## src/rtl/layer_ctrl_pkg.sv

```systemverilog
// Shared definitions for the layer sequencers.
//   state_e    : sequencer FSM encodings
//   ROW_PERIOD : unstalled row period for the default configuration
//   row_period : unstalled row period for an arbitrary K / RD_LAT
package layer_ctrl_pkg;

  typedef enum logic [2:0] {
    ST_IDLE    = 3'd0,
    ST_CLEAR   = 3'd1,
    ST_FETCH   = 3'd2,
    ST_DRAIN   = 3'd3,
    ST_ROW_END = 3'd4
  } state_e;

  localparam int K_DEF      = 8;
  localparam int RD_LAT_DEF = 1;
  // CLEAR + K issues + RD_LAT drain cycles + ROW_END
  localparam int ROW_PERIOD = K_DEF + RD_LAT_DEF + 2;

  function automatic int row_period(input int k, input int rd_lat);
    return k + rd_lat + 2;
  endfunction

endpackage

```

## src/rtl/rd_lat_pipe.sv

```systemverilog
// Valid-flag delay line matching the BRAM read latency.
//   clk_i, rstn_i : clock, async active-low reset
//   adv_i         : shift enable (low = frozen, used for backpressure)
//   in_i          : issue flag entering the head
//   tail_o        : flag leaving after DEPTH advances
module rd_lat_pipe #(
  parameter int DEPTH = 1
) (
  input  logic clk_i,
  input  logic rstn_i,
  input  logic adv_i,
  input  logic in_i,
  output logic tail_o
);

  logic [DEPTH-1:0] vld_pipe_q, vld_pipe_d;

  always_comb begin
    vld_pipe_d = vld_pipe_q;
    if (adv_i) begin
      vld_pipe_d[0] = in_i;
      for (int i = 1; i < DEPTH; i++) vld_pipe_d[i] = vld_pipe_q[i-1];
    end
  end

  always_ff @(posedge clk_i or negedge rstn_i) begin
    if (!rstn_i) vld_pipe_q <= '0;
    else         vld_pipe_q <= vld_pipe_d;
  end

  assign tail_o = vld_pipe_q[DEPTH-1];

endmodule

```

## src/rtl/layer_seq_ctrl.sv

```systemverilog
// Fully-connected layer sequencer: per input row, clear the PU, stream K
// weights against the held input word, absorb BRAM read latency, then pulse
// the next-layer enable. Downstream stall freezes issue and the valid pipe.
//   clk_i, rstn_i            : clock, async active-low reset
//   start_i                  : run request (sampled in IDLE only)
//   stall_i                  : downstream backpressure
//   din1_addr_o / din1_en_o  : input BRAM row address / enable
//   din2_addr_o / din2_en_o  : weight BRAM address (r*K+k) / enable
//   ram_regce_o              : BRAM output register enable (~stall_i)
//   pu_en_o, pu_valid_o, pu_clear_o : PU enable, operand valid, acc clear
//   pu2_en_o                 : row result complete pulse
//   busy_o, done_o           : run in progress / final row complete pulse
module layer_seq_ctrl
  import layer_ctrl_pkg::*;
#(
  parameter int ROWS    = 4,
  parameter int K       = 8,
  parameter int DADDR_W = 2,
  parameter int WADDR_W = 5,
  parameter int RD_LAT  = 1
) (
  input  logic               clk_i,
  input  logic               rstn_i,
  input  logic               start_i,
  input  logic               stall_i,
  output logic [DADDR_W-1:0] din1_addr_o,
  output logic               din1_en_o,
  output logic [WADDR_W-1:0] din2_addr_o,
  output logic               din2_en_o,
  output logic               ram_regce_o,
  output logic               pu_en_o,
  output logic               pu_valid_o,
  output logic               pu_clear_o,
  output logic               pu2_en_o,
  output logic               busy_o,
  output logic               done_o
);

  localparam int KW = (K > 1) ? $clog2(K) : 1;

  state_e             state_q, state_d;
  logic [DADDR_W-1:0] r_q, r_d;
  logic [KW-1:0]      k_q, k_d;
  logic [WADDR_W-1:0] waddr_q, waddr_d;   // running r*K+k, no multiplier
  logic [1:0]         dcnt_q, dcnt_d;     // unstalled DRAIN cycles seen
  logic               issue;
  logic               tail;

  always_comb begin
    state_d    = state_q;
    r_d        = r_q;
    k_d        = k_q;
    waddr_d    = waddr_q;
    dcnt_d     = dcnt_q;
    issue      = 1'b0;
    pu_en_o    = 1'b0;
    pu_clear_o = 1'b0;
    pu2_en_o   = 1'b0;
    done_o     = 1'b0;
    unique case (state_q)
      ST_IDLE: begin
        if (start_i) begin
          state_d = ST_CLEAR;
          r_d     = '0;
          waddr_d = '0;
        end
      end
      ST_CLEAR: begin
        // clear is not held off by stall: nothing downstream consumes it
        pu_en_o    = 1'b1;
        pu_clear_o = 1'b1;
        k_d        = '0;
        state_d    = ST_FETCH;
      end
      ST_FETCH: begin
        pu_en_o = 1'b1;
        if (!stall_i) begin
          issue   = 1'b1;
          waddr_d = waddr_q + WADDR_W'(1);
          if (k_q == KW'(K - 1)) begin
            state_d = ST_DRAIN;
            dcnt_d  = '0;
          end else begin
            k_d = k_q + KW'(1);
          end
        end
      end
      ST_DRAIN: begin
        // the last issue reaches the tail after RD_LAT unstalled cycles
        pu_en_o = 1'b1;
        if (!stall_i) begin
          if (dcnt_q == 2'(RD_LAT - 1)) state_d = ST_ROW_END;
          else                          dcnt_d  = dcnt_q + 2'd1;
        end
      end
      ST_ROW_END: begin
        pu2_en_o = 1'b1;
        if (r_q == DADDR_W'(ROWS - 1)) begin
          done_o  = 1'b1;
          state_d = ST_IDLE;
        end else begin
          r_d     = r_q + DADDR_W'(1);
          state_d = ST_CLEAR;
        end
      end
      default: state_d = ST_IDLE;
    endcase
  end

  always_ff @(posedge clk_i or negedge rstn_i) begin
    if (!rstn_i) begin
      state_q <= ST_IDLE;
      r_q     <= '0;
      k_q     <= '0;
      waddr_q <= '0;
      dcnt_q  <= '0;
    end else begin
      state_q <= state_d;
      r_q     <= r_d;
      k_q     <= k_d;
      waddr_q <= waddr_d;
      dcnt_q  <= dcnt_d;
    end
  end

  rd_lat_pipe #(.DEPTH(RD_LAT)) u_vld_pipe (
    .clk_i  (clk_i),
    .rstn_i (rstn_i),
    .adv_i  (~stall_i),
    .in_i   (issue),
    .tail_o (tail)
  );

  assign din1_en_o   = issue;
  assign din2_en_o   = issue;
  assign din1_addr_o = r_q;
  assign din2_addr_o = waddr_q;
  assign ram_regce_o = ~stall_i;
  // a stalled tail is held and presented again once stall drops
  assign pu_valid_o  = tail & ~stall_i;
  assign busy_o      = (state_q != ST_IDLE);

endmodule

```

## config.mk

```make
export PLATFORM = sky130hd
export DESIGN_NAME = layer_seq_ctrl
export DESIGN_NICKNAME = d
export VERILOG_FILES = /design/src/rtl/layer_ctrl_pkg.sv /design/src/rtl/rd_lat_pipe.sv /design/src/rtl/layer_seq_ctrl.sv
export SDC_FILE = /design/constraint.sdc
export NUM_CORES = 1
export LEC_CHECK = 0
export ABC_AREA = 1
export CAP_MARGIN = 10
export CORE_ASPECT_RATIO = 0.8
export CORE_UTILIZATION = 50
export DETAILED_ROUTE_END_ITERATION = 10
export PLACE_DENSITY = 0.78
export SYNTH_ARGS = -nofsm -noshare
export SYNTH_HDL_FRONTEND = slang
export SYNTH_SLANG_ARGS = --single-unit
```

## constraint.sdc

```tcl
create_clock -name clk_i -period 1.65 [get_ports clk_i]
set_input_delay 0.495 -clock clk_i [delete_from_list [all_inputs] [get_ports clk_i]]
set_output_delay 0.495 -clock clk_i [all_outputs]
set_load 0.01 [all_outputs]
```

=== After elaboration in Yosys (flattened, before gate mapping) ===
Cells that the tools add are included.

* Register bits: 16
* Input port bits: 4
* Output and inout bits: 16

* Add/sub/neg operators: 4
* Eq/ne operators: 14
* Mux-type cells: 28
* Bitwise gates (word level): 2
* Reductions and logical operators: 13

{| class="wikitable"
|+ Operators by type and width
! cell !! count
|-
| 2-to-1 mux 3 bit || 7
|-
| != test 2 bit (second input constant) || 8
|-
| case mux 3 bit (5 select lines) || 1
|-
| 2-to-1 mux 2 bit || 6
|-
| 2-to-1 mux 5 bit || 2
|-
| case mux 5 bit (2 select lines) || 1
|-
| AND reduction 5 bit || 2
|-
| AND reduction 3 bit || 3
|-
| 2-to-1 mux 1 bit || 8
|-
| case mux 2 bit (2 select lines) || 2
|-
| nonzero test 2 bit || 4
|-
| equality test 3 x 2 -> 1 bit (second input constant) || 2
|-
| equality test 3 bit (second input constant) || 2
|-
| case mux 3 bit (2 select lines) || 1
|-
| adder 5 x 1 -> 5 bit (second input constant) || 1
|-
| adder 2 x 1 -> 2 bit (second input constant) || 2
|-
| adder 3 x 1 -> 3 bit (second input constant) || 1
|-
| equality test 3 x 1 -> 1 bit (second input constant) || 1
|-
| logical NOT 3 bit || 1
|-
| nonzero test 3 bit || 1
|-
| OR reduction 3 bit || 1
|-
| equality test 2 bit (second input constant) || 1
|-
| logical NOT 2 bit || 1
|-
| AND 1 bit || 1
|-
| NOT 1 bit || 1
|}

=== Longest topological paths before layout ===
* Depth in word-level cells: 4
* Gate-level depth with buffers: 7

=== Hierarchy ===
A second synthesis with hierarchy kept.

* Cells, all modules: 135
* Area total of the unflattened synthesis: 1,038.5 sq um

{| class="wikitable"
|+ By module, submodules not included
! module !! times used !! cells each !! area each (sq um) !! seq. area each (sq um)
|-
| layer_seq_ctrl || 1 || 130 || 998.5 || 375.4
|-
| rd_lat_pipe || 1 || 5 || 40.0 || 25.0
|}

=== Least setup slack after synthesis ===
OpenSTA, ideal clock, no wires.

* Path kind: reg2out
* Start point: register state_q[2]
* End point: output port din2_en_o
* Arrival: 1.061 ns
* Data required time: 1.155 ns
* Path slack: 0.094 ns
* Stages on the path, launching flop included: 7
* Path buffers: 1
* Cell sequence: dfrtp_1 inv_4 nand3_4 inv_2 nand2_2 inv_1 buf_4

* Cells in the longest elaborated chain, start to end: 2

{| class="wikitable"
|+ RTL lines
! element !! RTL line !! RTL
|-
| start, declared || layer_seq_ctrl.sv:41 || <nowiki>state_e state_q, state_d;</nowiki>
|-
| start signal, assigned || layer_seq_ctrl.sv:118 || <nowiki>state_q <= state_d;</nowiki>
|-
| equality test 3 x 2 -> 1 bit || layer_seq_ctrl.sv:60 || <nowiki>unique case (state_q)</nowiki>
|-
| 2-to-1 mux 1 bit || layer_seq_ctrl.sv:60 ||
|-
| end, declared || layer_seq_ctrl.sv:29 || <nowiki>output logic din2_en_o,</nowiki>
|}

No other way between the ends.

=== Worst setup path after layout ===
* Start point: register state_q[1]
* End point: output port din2_en_o

Same word-level chain as after synthesis.

==> impl_metrics.py <==
metrics = {
    "drt": {
        "ant_nets": 0,
        "first_pass_iters": 5,
        "dr.first_iter.drc_count": 83,
        "wire_per_inst_um": 18.6,
        "via_per_inst": 5.72,
        "drc": 0,
        "wirelength_um": 3880,
        "vias": 1196,
    },
    "setup_path": {
        "ff2ff_path_depth": 11,
        "cp.arrival_ns": 1.32,
        "crit_path_frequent_cell": "buf_6",
        "crit_buf_inv": 5,
        "endpoint_kind": "primary output",
        "crit_path_top_delay_cell": "dfrtp_2",
        "crit_path_start_kind": "register",
        "cp_cell_sequence": "buf_6 -> nand3_4 -> inv_2 -> nand2_2 -> inv_2 -> buf_6 -> buf_6",
        "crit_cells": 7,
        "cpLargestDelayFamily": "buffers and inverters",
        "max_stage_delay_ns": 0.43,
        "worstPathRequired_ns": 1.15,
        "cp_max_fo": 3,
        "critPathKind": "reg2out",
    },
    "global_route": {
        "antenna_found_initial": 0,
        "met1_usage_pct": 44.8,
        "grt_usage_pct": 35.8,
        "met3_usage_pct": 8.06,
        "met2_usage_pct": 58.7,
        "grt_pass1_wl_um": 5510,
        "gr-total-overflow": 0,
        "grt_max_degree": 17,
        "grt_pass1_vias": 1183,
        "grt-busiest-layer": "met2",
    },
    "finish": {
        "stdcell_count": 209,
        "fillers": 73,
        "antenna_cells": 0,
        "fin_nets": 198,
        "drive_gt1_share_pct": 45.5,
        "area_delta_synth_final_pct": 61.4,
    },
    "placement": {
        "routabilityCongestion": 0.882,
        "portBuffers": 19,
        "numPlacedInstances": 187,
        "hpwlAfterDp_um": 1930,
    },
    "logic_synthesis": {
        "syn_inst": 126,
        "yosysWarnings": 0,
        "synthMuxAreaShare_pct": 1.02,
        "synth-seq-area-share_pct": 40.6,
        "synth_most_common_cell": "nand2_1",
        "synth_compound_area_share_pct": 5.08,
        "synth_nets": 135,
        "synth_top_area_share_pct": 40.6,
        "ys_async_sr_fraction_pct": 100,
        "synth_area_leader_cell": "dfrtp_1",
        "synth_area_leaders": "dfrtp_1, nand2_1, nand3_1, inv_1, ha_1",
        "synth_top_family_by_area": "simple AND/OR/NAND/NOR gates",
        "synthFlopType": "dfrtp_1",
        "netlist-cell-type-count": 24,
        "synth-simple-area-share_pct": 37.9,
        "synth-xor-area-share_pct": 0,
        "synth_area_per_cell_um2": 7.82,
        "synth_common_cells": "nand2_1, inv_1, dfrtp_1, nand3_1, nor2_1",
        "synth_edf_count": 0,
        "ys_ff_latch": 16,
        "synth_fa_ha_area_share_pct": 6.35,
        "synth_area_um2": 986,
    },
    "timing": {
        "max_freq_ghz": 0.551,
        "finalSetupViolations": 8,
        "maxSlewHeadroom_pct": 82.6,
        "tightest_slew_ns": 0.261,
        "fin_crit_ns": 1.81,
        "hold_viol": 0,
        "skew_ns": 0.00310,
        "report.final.slew_viol_count": 0,
        "rsz0062_at_grt": "yes",
        "period_share_pct": 110,
        "setup_slack_ns": -0.163,
    },
    "cts": {
        "clk_path_buf_depth": 2,
        "clk_latency_ns": 0.28,
        "root_buffer": "clkbuf_4",
        "cts_sinks": 16,
        "cts_max_level": 1,
        "cts_buffers": 3,
        "cts_tree": "built",
        "clk_pin_slew_ns": 0.09,
    },
    "run": {
        "maxCapViolCount": 0,
    },
    "floorplanning": {
        "num_rows": 13,
        "core_region_area_mm2": 0.00174,
        "dieHeight_um": 41.7,
        "dieArea_mm2": 0.00215,
        "pin_count": 20,
        "initial_core_util_pct": 56.6,
        "die_w_um": 51.6,
    },
    "status": {
        "status": "complete, but fails checks",
        "violations": "setup timing",
    },
    "hold_path": {
        "whs_path_depth": 2,
        "min_path_type": "reg2reg",
    },
    "power_and_ir_drop": {
        "vdd.ir_drop.worst_mv": 1.47,
        "power_mw": 2.84,
        "leakage_nw": 0.890,
        "cellPowerDensity_mw_per_mm2": 1780,
    },
}
## cell families after synthesis
family                     count (synthesis)
adders and majority gates                  5
buffers and inverters                     22
muxes                                      1
AOI/OAI and AO/OA                          9
and+or+nand+nor                           73
DFF                                       16
## repair_timing
item                                    CTS  global route
pin swaps                                 3             3
hold buffers                              0             0
buffers inserted                         13             7
endpoints found under the setup margin   16            11
gates resized for setup                  49            26
## metrics by stage
stage / setup TNS (ns) / cell area (µm²) / hold slack [ns] / setup slack [ns] / utilization, %
after global placement: -3.13 / 1350 / 0.456 / -0.590 / 77.8
after global routing: -1.25 / 1590 / 0.529 / -0.223 / 91.4
after CTS: -0.870 / 1500 / 0.501 / -0.182 / 86.1
after detailed placement: -3.47 / 1350 / 0.481 / -0.633 / 77.8
final: -0.841 / 1590 / 0.504 / -0.163 / 91.4
after floorplan: 0 / 986 / 0.199 / 0.0943 / -
## final timing paths
path                                         from                          to  slack, ns
max                        state_q[1]$_DFFE_PN0P_                   din2_en_o      -0.16
max in group asynchronous                  rstn_i      state_q[0]$_DFFE_PN0P_       0.92
max reg2reg                state_q[1]$_DFFE_PN0P_  din2_addr_o[2]$_DFFE_PN0P_      -0.01
min in group asynchronous                  rstn_i      state_q[2]$_DFFE_PN0P_       0.53
min                         dcnt_q[1]$_DFFE_PN0P_       dcnt_q[1]$_DFFE_PN0P_       0.50
min reg2reg                 dcnt_q[1]$_DFFE_PN0P_       dcnt_q[1]$_DFFE_PN0P_       0.50
## where the power goes
group / switching, mW / internal, mW
clock: 0.115 / 0.0847
sequential: 0.0851 / 0.504
combinational: 1.09 / 0.952
## state kept, by name (all words and copies together), names as in the netlist
register and flops:
dcnt_q 2, din1_addr_o 2, din2_addr_o 5, k_q 3, state_q 3, u_vld_pipe.tail_o 1
## final cells by class
cell class / count / area [µm²] / share of cell area, %
multi-input cells: 88 / 564 / 35.5
repair buffers: 59 / 489 / 30.7
flip-flops and latches: 16 / 404 / 25.4
inverters: 21 / 83.8 / 5.27
well taps: 22 / 27.5 / 1.73
clock buffers: 3 / 22.5 / 1.42
## worst min-delay path, delay by kind of cell, from the launching register on
kind          cells  cell delay, ns
flops             1            0.36
simple gates      2            0.11
## cell usage in the layout, fill, tap and decap left out, drive strengths merged
master          n
a21oi           2
buf            46
clkbuf          5
clkdlybuf4s15   1
clkdlybuf4s50   2
dfrtp          16
dlygate4sd2     8
ha              5
inv            21
mux2i           1
nand2          38
nand3          18
nand3b          1
nand4           3
nor2            9
nor3            2
nor3b           1
o21ai           5
o21bai          2
or2             1
## per-layer routing
metal,vias up,routed length [µm]
li1,530,-
met1,562,1450
met2,75,1850
met3,29,351
met4,0,234
met5,-,0
Power figures use the tool's default switching activity.
